[src/rtl/ps2_host_tx.sv]
// PS/2 host-to-device transmitter: inhibits the clock, issues a start bit,
// shifts out 8 data bits LSB first plus odd parity and stop, then samples
// the device ACK on the 11th falling edge.
// Optional watchdog: define PS2_TX_TIMEOUT_EN to abort stalled transfers.
`timescale 1ns/1ps
module ps2_host_tx #(
  parameter int CLK_FREQ_HZ = 50000000,
  parameter int INHIBIT_US  = 100,
  parameter int TIMEOUT_US  = 15000
) (
  input  logic       CLK,
  input  logic       RESET,
  input  logic [7:0] send_data,
  input  logic       send_req,
  output logic       busy,
  output logic       done,
  output logic       error,
  input  logic       PS2_C_in,
  input  logic       PS2_D_in,
  output logic       PS2_C_oe,
  output logic       PS2_D_oe
);

  localparam longint unsigned INH_RAW = (64'(CLK_FREQ_HZ) * 64'(INHIBIT_US)) / 64'd1000000;
  localparam longint unsigned INH_CYC = (INH_RAW == 0) ? 1 : INH_RAW;
  localparam int              IW      = (INH_CYC <= 2) ? 1 : $clog2(INH_CYC);
  localparam logic [IW-1:0]   INH_LOAD = IW'(INH_CYC - 1);

  typedef enum logic [2:0] {
    IDLE, INHIBIT, START, SHIFT, ACK, WAIT_IDLE
  } state_t;

  state_t        state_q, state_d;
  logic [1:0]    c_sync_q, d_sync_q;
  logic          c_prev_q;
  logic [7:0]    data_q, data_d;
  logic          par_q, par_d;
  logic [3:0]    bit_cnt_q, bit_cnt_d, bit_nxt;
  logic [IW-1:0] inh_q, inh_d;
  logic          d_oe_q, d_oe_d;
  logic          err_q, err_d;
  logic          busy_q, busy_d;
  logic          done_q, done_d;
  logic          error_q, error_d;
  logic          c_s, d_s, c_fall;
  logic          wd_expired;

  assign c_s    = c_sync_q[1];
  assign d_s    = d_sync_q[1];
  assign c_fall = c_prev_q & ~c_s;

  // Pad synchronizers and clock edge history; idle lines read as 1.
  always_ff @(posedge CLK or posedge RESET) begin
    if (RESET) begin
      c_sync_q <= 2'b11;
      d_sync_q <= 2'b11;
      c_prev_q <= 1'b1;
    end else begin
      c_sync_q <= {c_sync_q[0], PS2_C_in};
      d_sync_q <= {d_sync_q[0], PS2_D_in};
      c_prev_q <= c_s;
    end
  end

`ifdef PS2_TX_TIMEOUT_EN
  localparam longint unsigned TO_RAW  = (64'(CLK_FREQ_HZ) * 64'(TIMEOUT_US)) / 64'd1000000;
  localparam longint unsigned TO_CYC  = (TO_RAW < 2) ? 2 : TO_RAW;
  localparam int              TW      = (TO_CYC <= 2) ? 1 : $clog2(TO_CYC);
  // START already accounts for one cycle, the expiry transition for another.
  localparam logic [TW-1:0]   TO_LOAD = TW'(TO_CYC - 2);

  logic [TW-1:0] wd_q, wd_d;
  logic          wd_active;

  assign wd_active  = (state_q == SHIFT) || (state_q == ACK);
  assign wd_expired = wd_active && (wd_q == '0);

  // Watchdog down-counter armed in START, running until the ACK is sampled.
  always_comb begin
    wd_d = wd_q;
    if (state_q == START) wd_d = TO_LOAD;
    else if (wd_active && (wd_q != '0)) wd_d = wd_q - TW'(1);
  end

  // Watchdog register.
  always_ff @(posedge CLK or posedge RESET) begin
    if (RESET) wd_q <= '0;
    else       wd_q <= wd_d;
  end
`else
  logic unused_timeout;
  assign unused_timeout = (TIMEOUT_US != 0);
  assign wd_expired     = 1'b0;
`endif

  // Next-state and datapath decisions for the transfer sequence.
  always_comb begin
    state_d   = state_q;
    data_d    = data_q;
    par_d     = par_q;
    bit_cnt_d = bit_cnt_q;
    inh_d     = inh_q;
    d_oe_d    = d_oe_q;
    err_d     = err_q;
    busy_d    = busy_q;
    done_d    = 1'b0;
    error_d   = 1'b0;
    bit_nxt   = bit_cnt_q + 4'd1;
    case (state_q)
      IDLE: begin
        busy_d = 1'b0;
        d_oe_d = 1'b0;
        if (send_req) begin
          data_d    = send_data;
          par_d     = ~^send_data;
          bit_cnt_d = 4'd0;
          inh_d     = INH_LOAD;
          err_d     = 1'b0;
          busy_d    = 1'b1;
          state_d   = INHIBIT;
        end
      end
      INHIBIT: begin
        if (inh_q == '0) state_d = START;
        else             inh_d   = inh_q - IW'(1);
      end
      START: begin
        d_oe_d  = 1'b1;
        state_d = SHIFT;
      end
      SHIFT: begin
        if (c_fall) begin
          bit_cnt_d = bit_nxt;
          if (bit_nxt <= 4'd8) begin
            d_oe_d = ~data_q[bit_cnt_q[2:0]];
          end else if (bit_nxt == 4'd9) begin
            d_oe_d = ~par_q;
          end else begin
            d_oe_d  = 1'b0;
            state_d = ACK;
          end
        end
      end
      ACK: begin
        if (c_fall) begin
          err_d   = d_s;
          state_d = WAIT_IDLE;
        end
      end
      WAIT_IDLE: begin
        d_oe_d = 1'b0;
        if (c_s && d_s) begin
          done_d  = 1'b1;
          error_d = err_q;
          busy_d  = 1'b0;
          state_d = IDLE;
        end
      end
      default: state_d = IDLE;
    endcase
    if (wd_expired) begin
      d_oe_d  = 1'b0;
      err_d   = 1'b1;
      state_d = WAIT_IDLE;
    end
  end

  // State and datapath registers.
  always_ff @(posedge CLK or posedge RESET) begin
    if (RESET) begin
      state_q   <= IDLE;
      data_q    <= 8'h00;
      par_q     <= 1'b0;
      bit_cnt_q <= 4'd0;
      inh_q     <= '0;
      d_oe_q    <= 1'b0;
      err_q     <= 1'b0;
      busy_q    <= 1'b0;
      done_q    <= 1'b0;
      error_q   <= 1'b0;
    end else begin
      state_q   <= state_d;
      data_q    <= data_d;
      par_q     <= par_d;
      bit_cnt_q <= bit_cnt_d;
      inh_q     <= inh_d;
      d_oe_q    <= d_oe_d;
      err_q     <= err_d;
      busy_q    <= busy_d;
      done_q    <= done_d;
      error_q   <= error_d;
    end
  end

  // Line drivers decode straight from state so reset frees both lines at once.
  assign PS2_C_oe = (state_q == INHIBIT);
  assign PS2_D_oe = (state_q == START) || ((state_q == SHIFT) && d_oe_q);
  assign busy     = busy_q;
  assign done     = done_q;
  assign error    = error_q;

endmodule

[config.mk]
export PLATFORM = sky130hd
export DESIGN_NAME = ps2_host_tx
export DESIGN_NICKNAME = d
export VERILOG_FILES = /design/src/rtl/ps2_host_tx.sv
export SDC_FILE = /design/constraint.sdc
export NUM_CORES = 1
export LEC_CHECK = 0
export ABC_AREA = 0
export CORE_UTILIZATION = 39
export DETAILED_ROUTE_END_ITERATION = 12
export SLEW_MARGIN = 10
export SYNTH_ARGS = -nofsm -noshare
export SYNTH_HDL_FRONTEND = slang
export SYNTH_SLANG_ARGS = --single-unit
[constraint.sdc]
create_clock -name CLK -period 2.6 [get_ports CLK]
set_clock_uncertainty 0.2 [all_clocks]
set_input_delay 0.39 -clock CLK [delete_from_list [all_inputs] [get_ports CLK]]
set_output_delay 0.39 -clock CLK [all_outputs]
set_load 0.05 [all_outputs]
==> summary.txt <==
CTS tree: built
aggregate global-route resource usage: 0.169
final max-slew violation count: 0
syn nets: 229
TritonRoute pass-1 iters: 4
Netlist cell types: 52
Slew headroom: 0.579
Die Wd: 75.4 um
setup ws final: 0.157 ns
crit end category: output pin
sequential fraction of the synthesis area: 0.467
worst-skew pair later-pin latency: 0.29 ns
worst path arrival time: 1.85 ns
crit path cell chain: nand2b_1 > a21oi_1 > clkdlybuf4s50_1
Avg WL per Cell: 13.3 um
GR Overflow Total: 0
port bufs: 17
number of max-cap violations: 0
RSZ-0062 raised after global routing: false
DR vias/cell: 5.17
Comb pwr share: 0.368
starting density of the core: 0.409
worst hold path type: flip-flop to flip-flop
EDFF count, synth: 0
Num CTS Buffers: 5
largest net degree at the start of global routing: 40
CP max-delay cell: clkdlybuf4s50_1
power share of the clock group: 0.173
internal power: 1410 uW
main flop type after synthesis: dfrtp_1
total net switching power: 886 uW
Initial DRC Count: 104
Core Footprint: 5140 um^2
clock-pin slew on the worst setup and hold paths: 0.07 ns
FFs w/ async S/R, synth: 1.00
Synthesis Warnings: 0
GP Congestion: 0.765
Pleak: 0.00104 uW
Setup CP Type: flip-flop to output pin
Critical Path Max Stage Delay: 0.82 ns
dpl cells: 295
outcome: completed
DRT Wirelength: 4.04 mm
placed cell areas: 2360 um^2
setup_tns: 0 ns
worst slew pin tran: 0.631 ns
layout cells sized above 1: 0.133
Cell Pwr Density: 939 nW/um^2
post-synthesis cell area: 2100 um^2
startpoint type of the worst setup path: flip-flop
Peak VDD IR: 0.435 mV
Post-Syn Instances: 211
Post-CTS Repair Setup Buffers: 0
crit-path max FO: 7
Hold Vio Cnt, Final: 0
Clock Sinks: 39
minimum clock period: 2.44 ns
Tcrit/Tclk final: 0.939
H-tree depth: 2
DRC viols: 0
Reg power frac: 0.460
mean post-synth cell area: 9.96 um^2
die area: 5690 um^2
Place WS: 0.301 ns
Setup Viol. Count Final: 0
Max Clk Rate: 0.409 GHz
Req. time, crit path: 2.01 ns
HPWL after DPL: 2.81 mm
root buf cell: clkbuf_8
nets@finish: 250
ANT cells: 0
initial antenna violation count: 0
number of global-route vias before repair: 1576
chip height: 75.4 um
I/O pins: 18
first-pass GRT wire length: 7.16 mm
CTS Buffer Depth: 2
cts hold-fix bufs: 0
Routed Antenna Nets: 0
Non-Filler Instances: 303
Seq cells post-synth: 39
Sw Ratio: 0.386
FILL cells: 526
PnR Total Power: 2290 uW
vias: 1568
synthesis-to-finish area growth: 16.1%
CTS resizes: 0
Core Rows: 26
Final Cell Area: 2440 um^2
[kinds of logic after synthesis]
logic type                 Yosys count  share of synthesized area
xor gates and xnor gates             8                     0.0333
muxes                                8                     0.0518
buffers and inverters               18                     0.0405
and+or+nand+nor                     98                      0.248
adders and majority gates            5                     0.0298
DFF                                 39                      0.467
AOI/OAI and AO/OA                   35                      0.130
[placed cells by master (no fill, tap or decap), types with 4 or more instances in the layout]
master and n:
xnor2_1 7, buf_4 9, nand2b_1 4, nor2b_1 5, nand3_1 4, dfrtp_1 34, o211ai_1 4, nor2_1 10
nor3_1 5, clkdlybuf4s50_1 16, or4_1 5, a31oi_1 5, ha_1 5, a211oi_1 5, dfstp_2 5, clkbuf_8 5
nand2_1 42, inv_1 7
[cells in the mapped netlist, types with 3 or more instances]
cell       n  area share
nand2_1   42       0.075
inv_1      7       0.013
dfrtp_1   34        0.40
a211oi_1   5       0.018
mux2_2     3       0.016
o21ai_0    3      0.0071
a31oi_1    5       0.015
or4_1      5       0.018
ha_1       5       0.030
dfstp_2    5       0.063
mux2i_1    3       0.014
nor3_1     5       0.012
and4_1     3       0.013
nor4_1     3      0.0089
o211ai_1   4       0.014
nand3b_1   3       0.011
xnor2_1    7       0.029
nor2b_1    5       0.015
nand3_1    4      0.0095
nor2_1    10       0.018
clkbuf_1   7       0.013
nand2b_1   4       0.012
[final cells by class]
class                      instances  area, um^2  area share
sequential                        39         982       0.403
timing repair buffer              25         228      0.0933
clock buffer                       7        76.3      0.0313
clock inverter                     1        5.00     0.00205
inverter                           7        26.3      0.0108
tap                               70        87.6      0.0359
multi-input combinational        154        1030       0.424
[worst max-delay path: cells and delay by family, from the launching register on]
kind | cells | cell delay (ns)
buffers and inverters | 1 | 0.82
DFF | 1 | 0.47
AOI/OAI and AO/OA | 1 | 0.16
and+or+nand+nor | 1 | 0.11
[power by group through the flow]
stage / combinational [uW] / clock, uW / sequential [uW]
after floorplan: 707 / 0 / 985
after global placement: 838 / 0 / 1060
after detailed placement: 852 / 0 / 1060
after CTS: 854 / 414 / 1050
after global routing: 958 / 433 / 1100
final: 843 / 396 / 1050
[path summary, 6_finish.rpt]
check                       startpoint      endpoint  slack [ns]  depth (start not counted)
setup / recovery            state_q[1]      PS2_D_oe        0.16                          3
hold / removal             d_sync_q[0]   d_sync_q[1]        0.16                          0
setup reg to reg              inh_q[0]    state_q[0]        0.28                          6
hold reg to reg            d_sync_q[0]   d_sync_q[1]        0.16                          0
max in group asynchronous        RESET   d_sync_q[1]        1.53                          3
min in group asynchronous        RESET  bit_cnt_q[2]        0.31                          3
[per-stage QoR]
stage / hold slack [ns] / util
floorplan: 0.145 / -
global placement: 0.146 / 0.459
detailed placement: 0.147 / 0.459
CTS: 0.158 / 0.475
global route: 0.161 / 0.475
finish: 0.157 / 0.475
[per-layer routing]
layer	wire, um	global-route usage	up-vias
li1	-	-	796
met4	68	0.0658	0
met1	2040	0.221	742
met2	1810	0.272	23
met5	0	0	-
met3	123	0.0423	7
[flip-flops by register name, indices dropped and copies added (netlist names)]
name	flops
c_sync_q	2
d_sync_q	2
busy	1
bit_cnt_q	4
data_q	8
par_q	1
d_oe_q	1
inh_q	13
error	1
done	1
state_q	3
err_q	1
c_prev_q	1
No activity file was read; power rests on OpenSTA's default activity.
